[src/rtl/prog_loader_pkg.sv]
// prog_loader_pkg: shared loader state encoding, frame field widths and imem geometry
package prog_loader_pkg;
  typedef enum logic [2:0] {IDLE, CNT_LO, CNT_HI, DATA, CHECK, DONE, ERROR} loader_state_t;
  localparam logic [7:0] HEADER_BYTE_DEF = 8'hA5;
  localparam int COUNT_W = 16;
  localparam int WORDS_W = 14;
  localparam int IMEM_AW = 13;
endpackage

[src/rtl/prog_loader_word_asm.sv]
// loader_word_asm: little-endian 4-byte word assembler with running XOR checksum
module loader_word_asm (
  input  logic        clk,
  input  logic        reset,
  input  logic        clear,
  input  logic        xor_en,
  input  logic        shift,
  input  logic [7:0]  din,
  output logic [31:0] word,
  output logic        word_ready,
  output logic [7:0]  checksum
);
  logic [1:0]  idx;
  logic [23:0] part;
  assign word_ready = shift & (idx == 2'd3);
  assign word = {din, part};
  // shift bytes in from the top so after three bytes part holds {b2,b1,b0}
  always_ff @(posedge clk or posedge reset)
    if (reset) begin
      idx <= '0;
      part <= '0;
      checksum <= '0;
    end else if (clear) begin
      idx <= '0;
      checksum <= '0;
    end else begin
      if (shift | xor_en) checksum <= checksum ^ din;
      if (shift) begin
        idx <= idx + 2'd1;
        part <= {din, part[23:8]};
      end
    end
endmodule

[src/rtl/prog_loader.sv]
// prog_loader: byte-stream frame loader writing 32-bit words into instruction memory
module prog_loader
  import prog_loader_pkg::*;
#(
  parameter int          IMEM_DEPTH     = 8192,
  parameter logic [7:0]  HEADER_BYTE    = HEADER_BYTE_DEF,
  parameter int unsigned TIMEOUT_CYCLES = 1000000
) (
  input  logic               clk,
  input  logic               reset,
  input  logic               rx_valid,
  input  logic [7:0]         rx_data,
  output logic               rx_ready,
  output logic               imem_we,
  output logic [IMEM_AW-1:0] imem_addr,
  output logic [31:0]        imem_wdata,
  output logic               cpu_hold,
  output logic               load_done,
  output logic               load_error,
  output logic [WORDS_W-1:0] words_loaded
);
  localparam int GAP_W = TIMEOUT_CYCLES > 1 ? $clog2(TIMEOUT_CYCLES + 1) : 1;
  localparam logic [GAP_W-1:0] GAP_LIMIT = GAP_W'(TIMEOUT_CYCLES - 1);
  localparam logic [COUNT_W-1:0] DEPTH = COUNT_W'(IMEM_DEPTH);
  loader_state_t      state;
  logic [7:0]         cnt_lo;
  logic [COUNT_W-1:0] count;
  logic [GAP_W-1:0]   gap;
  logic               accept, in_frame, start, timed_out, last_word, chk_ok;
  logic [COUNT_W-1:0] count_next;
  logic [WORDS_W-1:0] words_next;
  logic [31:0]        asm_word;
  logic               word_ready;
  logic [7:0]         checksum;
  assign accept     = rx_valid & rx_ready;
  assign in_frame   = state == CNT_LO || state == CNT_HI || state == DATA || state == CHECK;
  assign start      = accept && rx_data == HEADER_BYTE && (state == IDLE || state == DONE || state == ERROR);
  assign timed_out  = TIMEOUT_CYCLES != 0 && in_frame && !accept && gap == GAP_LIMIT;
  assign count_next = {rx_data, cnt_lo};
  assign words_next = words_loaded + 1'b1;
  assign last_word  = COUNT_W'(words_next) == count;
  assign chk_ok     = rx_data == checksum;
  loader_word_asm u_asm (
    .clk       (clk),
    .reset     (reset),
    .clear     (start),
    .xor_en    (accept && (state == CNT_LO || state == CNT_HI)),
    .shift     (accept && state == DATA),
    .din       (rx_data),
    .word      (asm_word),
    .word_ready(word_ready),
    .checksum  (checksum)
  );
  // frame FSM: header restart, count capture, word writes, checksum verdict and inter-byte timeout
  always_ff @(posedge clk or posedge reset)
    if (reset) begin
      state <= IDLE;
      rx_ready <= 1'b0;
      imem_we <= 1'b0;
      imem_addr <= '0;
      imem_wdata <= '0;
      cpu_hold <= 1'b0;
      load_done <= 1'b0;
      load_error <= 1'b0;
      words_loaded <= '0;
      cnt_lo <= '0;
      count <= '0;
      gap <= '0;
    end else begin
      rx_ready <= 1'b1;
      imem_we <= 1'b0;
      gap <= (in_frame && !accept) ? gap + 1'b1 : '0;
      if (start) begin
        state <= CNT_LO;
        cpu_hold <= 1'b1;
        load_done <= 1'b0;
        load_error <= 1'b0;
        words_loaded <= '0;
      end else if (timed_out) begin
        state <= ERROR;
        load_error <= 1'b1;
      end else if (accept) begin
        case (state)
          CNT_LO: begin
            cnt_lo <= rx_data;
            state <= CNT_HI;
          end
          CNT_HI: begin
            count <= count_next;
            load_error <= count_next > DEPTH;
            state <= count_next > DEPTH ? ERROR : count_next == '0 ? CHECK : DATA;
          end
          DATA:
            if (word_ready) begin
              imem_we <= 1'b1;
              imem_addr <= words_loaded[IMEM_AW-1:0];
              imem_wdata <= asm_word;
              words_loaded <= words_next;
              if (last_word) state <= CHECK;
            end
          CHECK: begin
            state <= chk_ok ? DONE : ERROR;
            cpu_hold <= !chk_ok;
            load_done <= chk_ok;
            load_error <= !chk_ok;
          end
          default: ;
        endcase
      end
    end
endmodule

[config.mk]
export PLATFORM = sky130hd
export DESIGN_NAME = prog_loader
export DESIGN_NICKNAME = d
export VERILOG_FILES = /design/src/rtl/prog_loader_pkg.sv /design/src/rtl/prog_loader_word_asm.sv /design/src/rtl/prog_loader.sv
export SDC_FILE = /design/constraint.sdc
export NUM_CORES = 1
export LEC_CHECK = 0
export ABC_CLOCK_PERIOD_IN_PS = 5000
export CAP_MARGIN = 20
export CORE_MARGIN = 5
export CORE_UTILIZATION = 42
export CTS_BUF_LIST = sky130_fd_sc_hd__clkbuf_8
export DETAILED_ROUTE_END_ITERATION = 7
export MAX_ROUTING_LAYER = met4
export PLACE_DENSITY_LB_ADDON = 0.2
export SLEW_MARGIN = 0
export SYNTH_ARGS = -nofsm -noshare
export SYNTH_HDL_FRONTEND = slang
export SYNTH_SLANG_ARGS = --single-unit
[constraint.sdc]
create_clock -name clk -period 5 [get_ports clk]
set_input_delay 0.5 -clock clk [delete_from_list [all_inputs] [get_ports clk]]
set_output_delay 0.5 -clock clk [all_outputs]
set_load 0.03 [all_outputs]
==> results.py <==
metrics = {
    "finish": {
        "syn2layout_area_growth_pct": 18.4,
        "final_nets": 786,
        "drive_above_1_share_pct": 8.80,
        "fillers": 1525,
        "instances_no_fill": 1000,
        "num_antenna_cells": 0,
    },
    "cts": {
        "cts_tree": "built",
        "clockBufferDepth": 2,
        "clkLatencyLatePin_ns": 0.45,
        "hold_buffers": 0,
        "cts-resized-gates": 0,
        "post_cts_buffers": 0,
        "htree_num_levels": 4,
        "path_clk_slew_ns": 0.08,
        "cts-root-buf": "clkbuf_8",
        "numCtsBuffers": 17,
        "clock-sinks": 145,
    },
    "critical_path": {
        "start_kind": "flop",
        "timing.rr.start": "words_loaded[0]",
        "critical_path_class": "flop to flop",
        "r2r_setup_slack_ns": 2.28,
        "crit_required_ns": 5.32,
        "endpoint_kind": "flop",
        "path_max_fanout": 9,
        "r2r_end": "state[1]",
        "worst_ep_arrival_time_ns": 3.04,
        "worstSetupStartpoint": "words_loaded[0]",
        "rr_worst_depth": 7,
    },
    "detailed_routing": {
        "drtIter0Drc": 477,
        "route.vias.total": 5091,
        "drc": 0,
        "wl_mm": 15.4,
        "first_pass_iters": 5,
        "wl_per_cell_um": 15.4,
        "ant_nets": 0,
        "dr_wl_met3_um": 809,
        "met1_length_mm": 7.32,
        "vias_per_cell": 5.09,
        "top_layer": "met4",
        "met2_length_mm": 7.01,
    },
    "hold_path": {
        "hold_path_class": "flop to flop",
        "min_to": "imem_wdata[5]",
        "hold_path_depth": 2,
        "hp-start": "u_asm.part[5]",
    },
    "timing": {
        "finalCritPeriodShare_pct": 54.4,
        "holdWs_ns": 0.472,
        "min_period_ns": 2.72,
        "report.final.slew_viol_count": 0,
        "hold_viol": 0,
        "max_slew_margin_pct": 31.7,
        "setup_viol_count_final": 0,
        "rsz0062_at_grt": "false",
        "fmax_ghz": 0.368,
        "worst_pin_slew_ns": 1.02,
        "fin_skew_ns": 0.0141,
        "setup_tns_ns": 0,
        "fin_ws_ns": 2.28,
    },
    "yosys": {
        "synth_seq_cells": 145,
        "syn_nets": 727,
        "synthFlopType": "dfrtp_1",
        "netlist_area_um2": 6690,
        "avgSynthCellArea_um2": 9.38,
        "yosys.area.top_type_share_pct": 54.3,
        "synth_warnings": 0,
        "synth-edff-count": 0,
        "synth.most_common_cell": "nand2_1",
        "synth_area_leader_cell": "dfrtp_1",
        "yosys-top-cells-area": "dfrtp_1 (54%), nand2_1 (14%), xor2_1 (3.9%)",
        "synth_common_cells": "nand2_1 (243), dfrtp_1 (145), nor2_1 (47)",
        "async_flop_share_pct": 100,
        "synthDistinctLibCells": 56,
        "syn_inst": 713,
        "seq_area_frac_synth_pct": 54.3,
    },
    "floorplanning": {
        "core-area_um2": 15800,
        "std_cell_rows": 46,
        "die_y_um": 136,
        "die_w_um": 136,
        "start_util_pct": 42.4,
        "fp.dieArea_um2": 18500,
        "num_io_pins": 75,
    },
    "grt": {
        "grt_pass1_wl_mm": 25.8,
        "grt_usage_pct": 18.1,
        "antenna_found_initial": 0,
        "grt_pass1_vias": 4990,
        "grt_start_max_net_pins": 107,
        "grt_overflow": 0,
    },
    "power": {
        "power_w": 0.00295,
        "ir_drop_uv": 208,
        "leakage_nw": 3.76,
        "p_per_area_nw_per_um2": 373,
    },
    "flow_run": {
        "drv_cap": 0,
    },
    "place": {
        "gp_congestion": 0.855,
        "portBuffers": 74,
        "dp_hpwl_mm": 10.4,
        "dp_cells": 969,
        "pre_cts_ws_ns": 1.98,
    },
    "outcome": {
        "outcome": "finished clean",
    },
}
critical path: stages, from the launching register on:
cell and delay [ns]:
dfrtp_1 0.54, ha_1 0.30, nand3_1 0.26, or3_1 0.49, o31ai_1 0.32, nand2_1 0.10, o41ai_1 0.44, nand3_1 0.13
report_power, final:
group          switching [W]  internal (W)  total (W)
Sequential          0.000153       0.00135    0.00150
Combinational       0.000351      0.000223   0.000574
Clock               0.000432      0.000445   0.000877
Total               0.000935       0.00202    0.00295
logic make-up after synthesis:
kind of cell    synth area share [%]
simple gates                    23.5
flops                           54.3
compound gates                  6.51
xor+xnor                        7.06
buf+inv                         3.56
mux                             4.47
fa+ha+maj                      0.562
other cells                   0.0561
sequential cells by signal, indices dropped and copies added (netlist names), 8 cells and up:
register,flops
cnt_lo,8
count,16
u_asm.checksum,8
words_loaded,14
imem_addr,13
gap,20
u_asm.part,24
imem_wdata,32
area by class of cell:
class | count | area [um2] | share of cell area (%)
inverter | 10 | 42.5 | 0.538
multi-input combinational | 519 | 2820 | 35.7
sequential | 145 | 3630 | 45.9
clock buffer | 18 | 248 | 3.13
tap | 216 | 270 | 3.42
timing repair buffer | 79 | 778 | 9.84
clock inverter | 13 | 124 | 1.57
placed cells by master (no fill, tap or decap), types with 2 or more instances in the layout:
master / synthesis / routed
clkbuf_8: 4 / 18
xnor2_1: 22 / 22
buf_4: 1 / 5
o211ai_1: 4 / 4
ha_1: 3 / 3
clkinvlp_4: 0 / 2
nand3_1: 16 / 16
mux2i_1: 4 / 4
dfrtp_1: 145 / 145
nor2_1: 47 / 47
and2_1: 4 / 4
o41ai_1: 2 / 2
inv_1: 9 / 11
clkinv_2: 0 / 4
or3_1: 3 / 3
xor2_1: 30 / 30
and3_1: 9 / 9
o22ai_1: 2 / 2
o31ai_1: 6 / 6
and2_2: 2 / 2
clkdlybuf4s50_1: 0 / 74
nor4b_1: 3 / 3
clkinv_4: 0 / 2
mux2_2: 23 / 23
nand4_1: 7 / 7
a21oi_1: 10 / 10
bufinv_16: 0 / 2
nor4_1: 7 / 7
nand2_1: 243 / 242
a211oi_1: 4 / 4
nor3_1: 11 / 11
o21ai_0: 31 / 30
nand2b_1: 3 / 3
metal layers:
| layer | vias to the layer above | track usage [%] |
|---|---|---|
| li1 | 2475 | - |
| met1 | 2460 | 24.7 |
| met2 | 130 | 26.9 |
| met3 | 26 | 3.66 |
| met4 | 0 | 6.66 |
| met5 | - | - |
metrics by stage:
step	utilization (%)	instance area, um2
after floorplan	-	6690
after global placement	47.8	7540
after detailed placement	47.8	7540
after CTS	50.2	7910
after global routing	50.2	7910
final	50.2	7910
worst max path at each step:
| stage | endpoint | cells after the start |
|---|---|---|
| 2_1_floorplan | cnt_lo[0] | 1 |
| 3_5_place_dp | words_loaded[9] | 7 |
| 4_1_cts | state[1] | 7 |
| 3_3_place_gp | words_loaded[7] | 7 |
| 5_1_grt | state[0] | 6 |
| 6_report | state[1] | 7 |
Power figures use the tool's default switching activity.
